### config.mk
export PLATFORM = sky130hd
export DESIGN_NAME = booth_datapath_flat
export DESIGN_NICKNAME = d
export VERILOG_FILES = /design/src/rtl/booth_datapath_if.sv /design/src/rtl/booth_datapath.sv /design/src/flat_wrapper.sv
export SDC_FILE = /design/constraint.sdc
export NUM_CORES = 1
export LEC_CHECK = 0
export ABC_AREA = 1
export BUFFER_PORTS_ARGS = -buffer_cell sky130_fd_sc_hd__buf_2
export CORE_MARGIN = 3
export CORE_UTILIZATION = 54
export CTS_CLUSTER_SIZE = 40
export DETAILED_ROUTE_END_ITERATION = 10
export PLACE_DENSITY = 0.79
export RECOVER_POWER = 100
export SLEW_MARGIN = 20
export SYNTH_ARGS = -nofsm -noshare
export SYNTH_HDL_FRONTEND = slang
export SYNTH_SLANG_ARGS = --single-unit
### constraint.sdc
create_clock -name clk -period 2.6 [get_ports clk]
set_clock_uncertainty 0.05 [all_clocks]
set_input_delay 0.52 -clock clk [delete_from_list [all_inputs] [get_ports clk]]
set_output_delay 0.52 -clock clk [all_outputs]
set_load 0.02 [all_outputs]
### src/rtl/booth_datapath_if.sv
// Booth datapath bus: operand inputs, control strobes from the FSM,
// decision bits and product back out.
interface booth_datapath_if #(
  parameter int N = 8
);
  logic [N-1:0]   multiplicand;
  logic [N-1:0]   multiplier;
  logic           load_add;
  logic           load_A;
  logic           load_B;
  logic           shift_HQ_LQ_Q_1;
  logic           add_sub;
  logic           Q_LSQ_1;
  logic           Q_LSQ_0;
  logic [2*N-1:0] product;
  logic           done;

  modport master (
    output multiplicand, multiplier,
    output load_add, load_A, load_B,
    output shift_HQ_LQ_Q_1, add_sub,
    input  Q_LSQ_1, Q_LSQ_0,
    input  product, done
  );

  modport slave (
    input  multiplicand, multiplier,
    input  load_add, load_A, load_B,
    input  shift_HQ_LQ_Q_1, add_sub,
    output Q_LSQ_1, Q_LSQ_0,
    output product, done
  );
endinterface

### src/rtl/booth_datapath.sv
// Radix-2 Booth multiplier datapath: M, HQ (guard bit), LQ, Q_1,
// iteration counter and done flag, stepped by FSM strobes.
module booth_datapath #(
  parameter int N  = 8,
  parameter int CW = 4
) (
  input  logic              clk,
  input  logic              rst,
  booth_datapath_if.slave   bus
);

  logic [N-1:0]  m_q, m_d;
  logic [N:0]    hq_q, hq_d;
  logic [N-1:0]  lq_q, lq_d;
  logic          q1_q, q1_d;
  logic [CW-1:0] cnt_q, cnt_d;
  logic          done_q, done_d;

  logic [N:0]    m_ext;
  logic [N:0]    sum;
  logic [N:0]    src;
  logic [CW-1:0] cnt_inc;

  // Guard bit keeps HQ - (-2^(N-1)) representable.
  assign m_ext   = {m_q[N-1], m_q};
  assign sum     = bus.add_sub ? hq_q + m_ext
                               : hq_q - m_ext;
  assign src     = bus.load_add ? sum : hq_q;
  assign cnt_inc = cnt_q + CW'(1);

  always_comb begin
    m_d    = m_q;
    hq_d   = hq_q;
    lq_d   = lq_q;
    q1_d   = q1_q;
    cnt_d  = cnt_q;
    done_d = done_q;
    if (bus.load_B) begin
      m_d    = bus.multiplicand;
      hq_d   = '0;
      lq_d   = bus.multiplier;
      q1_d   = 1'b0;
      cnt_d  = '0;
      done_d = 1'b0;
    end else if (bus.load_A && !done_q) begin
      if (bus.shift_HQ_LQ_Q_1) begin
        hq_d  = {src[N], src[N:1]};
        lq_d  = {src[0], lq_q[N-1:1]};
        q1_d  = lq_q[0];
        cnt_d = cnt_inc;
        if (cnt_inc == CW'(N))
          done_d = 1'b1;
      end else if (bus.load_add) begin
        hq_d = sum;
      end
    end
  end

  always_ff @(posedge clk or negedge rst) begin
    if (!rst) begin
      m_q    <= '0;
      hq_q   <= '0;
      lq_q   <= '0;
      q1_q   <= 1'b0;
      cnt_q  <= '0;
      done_q <= 1'b0;
    end else begin
      m_q    <= m_d;
      hq_q   <= hq_d;
      lq_q   <= lq_d;
      q1_q   <= q1_d;
      cnt_q  <= cnt_d;
      done_q <= done_d;
    end
  end

  assign bus.Q_LSQ_1 = lq_q[0];
  assign bus.Q_LSQ_0 = q1_q;
  assign bus.product = {hq_q[N-1:0], lq_q};
  assign bus.done    = done_q;

endmodule
### src/flat_wrapper.sv
// flat-port wrapper written by rule: the top's interface ports become plain ports
module booth_datapath_flat 
#(
  parameter int N  = 8,
  parameter int CW = 4
)
  (clk, rst, bus_multiplicand, bus_multiplier, bus_load_add, bus_load_A, bus_load_B, bus_shift_HQ_LQ_Q_1, bus_add_sub, bus_Q_LSQ_1, bus_Q_LSQ_0, bus_product, bus_done);
  booth_datapath_if #(.N(N)) bus_i ();
  input  logic clk;
  input  logic rst;
  input wire logic [$bits(bus_i.multiplicand)-1:0] bus_multiplicand;
  input wire logic [$bits(bus_i.multiplier)-1:0] bus_multiplier;
  input wire logic [$bits(bus_i.load_add)-1:0] bus_load_add;
  input wire logic [$bits(bus_i.load_A)-1:0] bus_load_A;
  input wire logic [$bits(bus_i.load_B)-1:0] bus_load_B;
  input wire logic [$bits(bus_i.shift_HQ_LQ_Q_1)-1:0] bus_shift_HQ_LQ_Q_1;
  input wire logic [$bits(bus_i.add_sub)-1:0] bus_add_sub;
  output wire logic [$bits(bus_i.Q_LSQ_1)-1:0] bus_Q_LSQ_1;
  output wire logic [$bits(bus_i.Q_LSQ_0)-1:0] bus_Q_LSQ_0;
  output wire logic [$bits(bus_i.product)-1:0] bus_product;
  output wire logic [$bits(bus_i.done)-1:0] bus_done;
  assign bus_i.multiplicand = bus_multiplicand;
  assign bus_i.multiplier = bus_multiplier;
  assign bus_i.load_add = bus_load_add;
  assign bus_i.load_A = bus_load_A;
  assign bus_i.load_B = bus_load_B;
  assign bus_i.shift_HQ_LQ_Q_1 = bus_shift_HQ_LQ_Q_1;
  assign bus_i.add_sub = bus_add_sub;
  assign bus_Q_LSQ_1 = bus_i.Q_LSQ_1;
  assign bus_Q_LSQ_0 = bus_i.Q_LSQ_0;
  assign bus_product = bus_i.product;
  assign bus_done = bus_i.done;
  booth_datapath #(.N(N), .CW(CW)) u_core (.clk(clk), .rst(rst), .bus(bus_i));
endmodule
# == Word level (Yosys, flattened, before mapping) ==
# Index checks and enable logic that the tools add are counted.
# Widths: inputs -> output; s select.
# totals
register_bits,31
elab_cells,35
# classes
add_sub_neg,3
eq_ne,1
mux,18
n_reduce_logical,7
# ops
operator,count
$mux 9,4
$mux 8,4
$mux 4,3
$add 9x9->9,1
$sub 9x9->9,1
$mux 1,7
$reduce_bool 2->1,3
$add 4x1->4 const B,1
$eq 4x4->1 const B,1
$reduce_and 3->1,1
$reduce_and 2->1,1
$logic_and 1x1->1,1
$logic_not 1->1,1

# == Logic depth before layout (Yosys ltp) ==
# Gate-level depths: netlist of the first run.
# logic_depth
word_depth,6
depth_mapped,18
mapped_depth_nobuf,18

# == Least setup slack after synthesis of the first run ==
# Ideal clock, no wire load.
# synth_path
path_kind,input to register
start,in bus_add_sub
end,reg u_core.hq_q[8]
arrival_ps,2153
required_time_ps,2433
setup_slack_ps,280
stages,17
cell_sequence,clkbuf_1 -> inv_1 -> nand2_1 -> o21ai_0 -> xor2_1 -> ha_1 -> nand2_1 -> inv_1 -> nand2_1 -> and2_4 -> nand2_1 -> nand2_1 -> nand3_1 -> nand2_1 -> nand2_1 -> nand2_1 -> o21ai_2
# synth_between
elab_chain_len,4
# synth_lines
item,line,text
start: declaration,flat_wrapper.sv:17,input wire logic [$bits(bus_i.add_sub)-1:0] bus_add_sub;
$mux 9,booth_datapath.sv:26,assign sum = bus.add_sub ? hq_q + m_ext
$mux 9,booth_datapath.sv:28,assign src = bus.load_add ? sum : hq_q;
$mux 9,booth_datapath.sv:45,end else if (bus.load_A && !done_q) begin
$mux 9,booth_datapath.sv:38,if (bus.load_B) begin
end signal: assignment,booth_datapath.sv:69,hq_q <= hq_d;
end: declaration,booth_datapath.sv:13,"logic [N:0] hq_q, hq_d;"
# Every way passes these cells. The select of a mux whose other input is x is not followed.
# A chain may end at the register's enable or synchronous reset.

# == Final worst setup path of the first run ==
# layout_path
start,reg u_core.m_q[1]
end,reg u_core.hq_q[7]
# layout_between
elab_chain_len,6
elab_cells_between_ends,7
cone_classes,2 x add/sub; 5 x mux
# layout_lines
item,line,text
start: declaration,booth_datapath.sv:12,"logic [N-1:0] m_q, m_d;"
start signal: assignment,booth_datapath.sv:68,m_q <= m_d;
$sub 9x9->9 or $add 9x9->9 (tied branches),"booth_datapath.sv:27, booth_datapath.sv:26",
$mux 9 (*),booth_datapath.sv:26,
$mux 9 (*),booth_datapath.sv:28,
$mux 8 (*),booth_datapath.sv:46,if (bus.shift_HQ_LQ_Q_1) begin
$mux 9 (*),booth_datapath.sv:45,
$mux 9 (*),booth_datapath.sv:38,
# Mark *: on every way between the ends. The rest lies on a longest branch, timed or not. The select of a mux whose other input is x is not followed.

==> flow_results.org, run 1 <==
** Detailed routing
- The detailed router finished its first iteration with 130 violations.
- Average detailed-routed wire length per instance :: 12.8 µm
- In the routed design, unresolved DRC markers number 0.
- The final layout contains routed wiring with a total length of ~4600 µm.
- Across all layers, the routed design uses 1869 vias.
- Detail Route Antenna Nets :: 0
- Using the TritonRoute via totals, the vias-per-cell ratio works out to 5.22.
- TritonRoute pass-1 iters :: 4

** Floorplan
- For this configuration, the core starts out at a cell density of 59.3%.
- Measured along the y axis, the die boundary spans between 60 and 70 µm.
- The die covers 0.00465 mm².
- Measured along the x axis, the die boundary spans 68.2 µm.
- Total I/O pin count :: 42
- The initialized floorplan defines 21 standard-cell rows.
- Area inside the core boundary :: 0.00352 mm²

** Pwr
- Switching power of the nets :: ~500 µW
- Sequential cells burn 39.8% of the power.
- The clock network accounts for roughly 29% of the total power.
- Total power for the finished layout comes to 1.42 mW.
- Dividing total power by cell area gives a power density of about 600 mW/mm².
- In this run switching power makes up between 30% and 40% of total power.
- Combinational share of power :: 30.8%
- Cell internal power was estimated by the tool at 927 µW.
- Maximum resistive drop on vdd :: 414 µV
- Leakage power summed over all cells :: 1.22 nW

** Synthesis
- Averaged over all synthesized cells, the footprint is 7.59 µm².
- Share of synthesized flip-flops with an asynchronous set or reset :: 100%
- Yosys mapped the design onto 35 distinct sky130hd cell types.
- Main flop type after synthesis :: dfrtp_1
- Share of synthesized area occupied by flip-flops and latches :: roughly 37%
- Leading cell types by count after synthesis :: 76 x nand2_1, 34 x inv_1, 31 x dfrtp_1
- Synthesis produced a netlist with a net count of 309.
- Area fraction of the dominant cell type after synthesis :: a little under two fifths
- Counting flops and latches in the post-synthesis netlist gives 31.
- Count of synthesis-stage warnings from yosys :: 0
- Summing every instance area after synthesis gives 0.00209 mm².
- Cell types occupying the most area after synthesis :: dfrtp_1 37%, nand2_1 14%, inv_1 6.1%
- The biggest area contributor in the post-synthesis netlist is dfrtp_1.
- Synthesis produced a netlist whose cell count is 275.
- In this run, synthesis inferred 0 flip-flops with an integrated enable.
- The most common cell in the synthesized netlist is nand2_1.

** Layout
- Summing all multi-input logic gate instances after layout gives 0.00109 mm².
- Area occupied by registers :: 776 µm²
- Once layout is done, the placed cells without fillers occupy 0.00236 mm².
- Share of post-route cells with drive strength above 1 :: 17.0%
- Antenna cell count :: 0
- Final Core Density :: roughly two thirds
- Net count of the finished layout :: 345
- Fill cell instance count of the final layout :: 313
- Relative area change from synthesis to final layout :: 13.3%

** Setup path
- Critical path data required time :: 2.73 ns
- Category of the worst setup path capture point :: flip-flop
- Start of the worst register-to-register path :: u_core.m_q[1]
- The critical path in this run is classified as flip-flop to flip-flop.
- Crit. Startpoint :: u_core.m_q[1]
- Along the worst path, the maximum fanout reaches 4.
- STA classifies the critical path startpoint as a flip-flop.
- Worst endpoint data arrival time :: 2.54 ns

** GRT
- The first global-routing pass estimated roughly 7500 µm of wire.
- Global route total overflow :: 0
- Antenna violations before repair :: 0
- Entering global routing, the biggest net connects 32 pins.
- Global routing consumed, over all layers together, a little over a fifth of the routing resources.
- The number of global-route vias before repair is between 1500 and 2000.

** Clocking
- Clock-pin slew was measured on the worst setup and hold paths at 0.07 ns.
- The clock net in this run drives a total of 31 sinks.
- # hold bufs at CTS :: 0
- Clock latency reported for the late side of the worst-skew pair :: 0.28 ns
- In this run the clock root is driven by a clkbuf_8.
- TritonCTS clock tree :: yes
- H-tree levels :: 2
- The clock passes through at most 2 buffers.
- The number of clock buffers added by TritonCTS is 5.

** STA
- Hold Fails Final Rpt :: 0
- Max Transition Viols Final :: 32
- Subtracting the final worst setup slack from the clock period gives 2.42 ns.
- Slew at the pin closest to its max-slew limit :: between 1.5 and 2 ns
- Setup_tns :: 0 ns
- Slew Limit Headroom :: -11.8%
- Timing would allow up to 414 MHz.
- Of the available clock period, the critical path in the final layout requires 93.0%.
- Final setup fails :: 0

** Hold path
- The startpoint identified for the worst hold timing path is bus_multiplicand[4].
- The tightest min-delay check is of the input port to flip-flop type.

** Status
- The final reports fail on max-capacitance violations, max-slew violations.
- Result of the run :: complete, but fails checks

** Flow run
- Maxcap violations :: 1

** Placement
- Detailed placement ended at an HPWL of around 3400 µm.
- After detailed placement, the total cell area comes to 0.00225 mm².
- In this run the tool buffered the top-level ports with 41 buffer cells.
- Routability-driven placement finished with a final weighted congestion of 0.882.
-- power by group through the flow --
stage / clock (mW) / combinational (mW) / sequential, mW
finish: 0.419 / 0.438 / 0.567
global route: 0.448 / 0.495 / 0.572
CTS: 0.428 / 0.433 / 0.563
detailed placement: 0 / 0.429 / 0.571
global placement: 0 / 0.421 / 0.570
floorplan: 0 / 0.324 / 0.579
-- worst paths after layout --
path / endpoint / slack [ns] / cells after the start
max in group asynchronous: u_core.lq_q[6] / 0.91 / 1
worst max-delay path: u_core.hq_q[7] / 0.18 / 17
worst min register to register: u_core.bus.Q_LSQ_0 / 0.45 / 2
min in group asynchronous: u_core.m_q[4] / 0.61 / 1
worst min-delay path: u_core.m_q[4] / 0.38 / 3
worst max register to register: u_core.hq_q[7] / 0.18 / 17
-- stage by stage --
stage | worst slack, ns | std cells | hold WS, ns
2_1_floorplan | 0.280 | 275 | 0.174
3_3_place_gp | 0.176 | 348 | 0.411
3_5_place_dp | 0.127 | 348 | 0.427
4_1_cts | 0.125 | 356 | 0.248
5_1_grt | -0.0390 | 358 | 0.401
6_report | 0.183 | 358 | 0.385
-- cell type report --
cell class                 count  area share, %
clock buffer                   8           4.23
inverter                      40           6.35
multi-input combinational    190           46.0
sequential                    31           32.8
tap                           46           2.43
timing repair buffer          43           8.20
-- layout by cell type, fill, tap and decap left out, types with 2 or more instances in the layout --
cell type,Yosys,final
a21oi_1,7,7
a22oi_1,3,3
buf_2,2,20
buf_4,9,2
clkbuf_1,1,22
clkbuf_8,0,7
dfrtp_1,31,31
ha_1,10,9
inv_1,34,34
inv_2,6,6
nand2_1,76,74
nand2_2,2,4
nand3_1,17,17
nand4_1,3,3
nor2_1,13,12
nor2_2,3,3
nor3_1,2,2
o211ai_1,6,6
o21ai_0,18,18
o21ai_1,3,3
o221ai_1,2,2
o22ai_1,2,2
or2_2,3,3
xnor2_1,2,2
xor2_1,8,8
-- worst max-delay path, cell delays in order, from the launching register on --
cell and delay (ns):
dfrtp_1 0.40, inv_2 0.09, ha_4 0.14, nand2_2 0.06
o31ai_2 0.25, xor2_1 0.19, ha_1 0.30, nand2_2 0.10
inv_1 0.04, nand2_1 0.05, and2_4 0.13, nand2_1 0.04
nand2_1 0.08, nand3_1 0.08, nand2_1 0.10, nand3_1 0.07
nand2_1 0.08, nand2_1 0.05
-- logic make-up (layout without fill, tap and decap cells) --
| family | count (synthesis) | in the layout | share of synthesized area (%) |
|---|---|---|---|
| buffers and inverters | 54 | 91 | 12.2 |
| adder cells (fa/ha/maj) | 11 | 11 | 6.95 |
| AND/OR/NAND/NOR | 124 | 124 | 26.6 |
| flip-flops | 31 | 31 | 37.2 |
| AO/OA/AOI/OAI | 45 | 45 | 12.9 |
| XOR/XNOR | 10 | 10 | 4.20 |
-- metal layers --
layer,wire (µm),track usage [%]
met1,2140,30.2
met2,2140,33.5
met3,250,4.43
met4,67,8.44
met5,0,0
-- sequential cells by signal (all words and copies together), names as in the netlist --
signal	flops
u_core.bus.done	1
u_core.cnt_q	4
u_core.lq_q	8
u_core.m_q	8
u_core.hq_q	9
u_core.bus.Q_LSQ_0	1
-- what timing repair did --
item                                    4_1_cts  5_1_grt
gates resized for setup                       0       10
endpoints found under the setup margin        0        3
setup buffers                                 0        2
No activity file was read; power rests on OpenSTA's default activity.
==> inputs of run 2 (changes only) <==
REMOVE_ABC_BUFFERS = 1   (was default)
==> flow_results.org, run 2 (synthesized netlist as in run 1, its figures left out) <==
** Placement
- The count of buffers inserted at the top-level ports was 41 (unchanged).
- Instance area after placement :: 0.00225 mm² (unchanged)
- Estimated wirelength of the detail-placed design :: 3360 µm (-1.6%)
- Worst slack, placed :: 0.162 ns (+0.0352 ns)
- Placed cells :: 348 (unchanged)
- The placer's final routability congestion estimate is 0.916 (+3.9%).

** STA
- The slew at the pin closest to its max-slew limit is 1.65 ns (-0.0286 ns).
- The number of hold violations in the final report came to 0 (unchanged).
- Final setup fails :: 0 (unchanged)
- The final worst slack was 0.194 ns (+0.0109 ns).
- The fmax came to 416 MHz (+0.45%).
- The worst hold slack was 0.384 ns (-0.000597 ns).
- Post-layout minimum cycle time :: 2.41 ns (-0.0109 ns)
- Post-route fraction of the period consumed by the critical path :: 92.5% (-0.42 points)
- Slew Limit Headroom :: -9.92% (+1.9 points)
- Max Transition Viols Final :: 32 (unchanged)
- The summed negative setup slack over all endpoints was 0 ns (unchanged).

** Layout
- Net count of the finished layout :: 343 (-0.58%)
- Antenna cell count :: 0 (unchanged)
- Leading cell type in the layout, fill and taps excluded :: nand2_1
- Relative area change from synthesis to final layout :: 10.6%
- The final standard cell utilization of the core is 65.6% (-1.6 points).
- The number of flip-flops under the largest register name came to 9 (unchanged).
- Number of non-filler instances in the completed layout :: 356 (-0.56%)
- In the layout the commonest cells are 77 x nand2_1, 36 x inv_1, 31 x dfrtp_1.
- The final design instance area without fill was 0.00231 mm² (-2.4%).
- The fraction of final layout cells with drive strength greater than 1 was 14.5% (-2.5 points).
- Largest register by flop count :: u_core.hq_q
- Registers with the most flip-flops :: u_core.hq_q: 9 flops, u_core.lq_q: 8 flops, u_core.m_q: 8 flops

** Pwr
- Overall Power :: 1.35 mW (-4.9%)
- The leakage power of the design is 1.20 nW (-1.8%).
- Power per cell area :: 586 mW/mm² (-2.6%)
- Maximum resistive drop on vdd :: 392 µV (-5.2%)

** Clocking
- Buffers inserted during post-CTS setup optimization :: 0 (unchanged)
- H-tree levels :: 2 (unchanged)
- The number of buffers created by CTS was 5 (unchanged).
- TritonCTS built the clock tree.
- Maximum clock insertion buffer count :: 2 (unchanged)
- Clock latency reported for the late side of the worst-skew pair :: 0.29 ns (about the same)
- CTS clock-pin slew for the worst setup and hold paths :: 0.06 ns (about the same)
- In this run the clock root is driven by a clkbuf_8.
- # hold bufs at CTS :: 0 (unchanged)
- The TritonCTS sink count is 31 (unchanged).

** Detailed routing
- The routed wire length is 4590 µm (-0.11%).
- Average detailed-routed wire length per instance :: 12.9 µm (+0.45%)
- Detail Route Antenna Nets :: 0 (unchanged)
- The number of remaining DRC errors is 0 (unchanged).
- TritonRoute pass-1 iters :: 5 (+1)
- The detailed-route via count came to 1831 (-2.0%).
- The number of vias per cell after detailed routing is 5.14 (-1.5%).
- The number of DRC markers after the initial detailed-route iteration is 108 (-17%).

** Setup path
- Launching element type of the critical path :: flip-flop
- STA classifies the critical path endpoint as a flip-flop.
- By startpoint and endpoint, the worst setup path is classified as flip-flop to flip-flop.
- The path depth of the worst reg2reg path came to 17 (unchanged).
- The data required time at the worst endpoint is 2.73 ns (about the same).
- The arrival time reported for the critical path endpoint was 2.53 ns (about the same).
- The highest fanout seen on the critical path is 4 (unchanged).

** GRT
- The initial antenna violation count is 0 (unchanged).
- Global-route wire length before repair :: 7730 µm (+3.3%)
- Pin count of the biggest net entering global routing :: 32 (unchanged)
- The number of global-route vias before repair is 1701 (unchanged).
- The total grt overflow came to 0 (unchanged).
- The total global routing track utilization came to 22.9% (+1.0 points).

** Floorplan
- FP Rows :: 21 (unchanged)
- The initial standard-cell utilization of the core is 59.3% (unchanged).
- The core footprint is 0.00352 mm² (unchanged).
- The count of pins on the block boundary is 42 (unchanged).
- Die Footprint :: 0.00465 mm² (unchanged)
- The die span in y is 68.2 µm (unchanged).
- Overall die width :: 68.2 µm (unchanged)

** Flow run
- The number of maximum-capacitance violations is 1 (unchanged).

** Hold path
- The tightest min-delay check is of the input port to flip-flop type.
- Hold depth :: 3 (unchanged)

** Status
- Violated checks :: max-capacitance violations, max-slew violations
- Result of the run :: complete, but fails checks
==> run 2: timing repair <==
item	in CTS	in global routing
setup endpoints to repair	0	4
gates resized for setup	0	5
endpoints found under the hold margin	0	0
==> run 2: cell type report <==
type                       count  area, µm²
clock inverter                 1       5.00
clock buffer                   7       76.3
tap                           46       57.6
inverter                      40        150
fill                         324       1210
sequential                    31        776
multi-input combinational    190       1060
timing repair buffer          41        179
==> run 2: power breakdown <==
group | switching (mW) | leakage (nW) | internal [mW]
Clock | 0.180 | 0.0422 | 0.187
Sequential | 0.0390 | 0.398 | 0.525
Combinational | 0.270 | 0.763 | 0.153
Total | 0.488 | 1.20 | 0.865
==> run 2: layer usage <==
metal | part of all wire, % | track usage (%)
met3 | 6.2 | 6.08
met2 | 46 | 35.3
met5 | 0 | 0
met4 | 0.83 | 6.95
met1 | 47 | 31.3
==> run 2: worst max-delay path: stages, from the launching register on <==
cell     delay [ns]
dfrtp_1        0.39
inv_1          0.09
ha_2           0.19
nand2_1        0.09
o31ai_2        0.23
xor2_1         0.17
ha_1           0.29
nand2_1        0.10
inv_1          0.04
nand2_1        0.06
and2_4         0.13
nand2_1        0.04
nand2_1        0.07
nand3_1        0.08
nand2_1        0.09
nand2_1        0.05
nand2_1        0.06
o21ai_2        0.06
==> run 2: final timing paths <==
path                                      from                 end  slack (ns)
setup / recovery                 u_core.m_q[0]      u_core.hq_q[8]        0.19
hold / removal             bus_multiplicand[3]       u_core.m_q[3]        0.38
setup reg to reg                 u_core.m_q[0]      u_core.hq_q[8]        0.19
hold reg to reg             u_core.bus.Q_LSQ_0  u_core.bus.Q_LSQ_0        0.45
max in group asynchronous                  rst      u_core.hq_q[8]        0.95
min in group asynchronous                  rst       u_core.m_q[6]        0.59
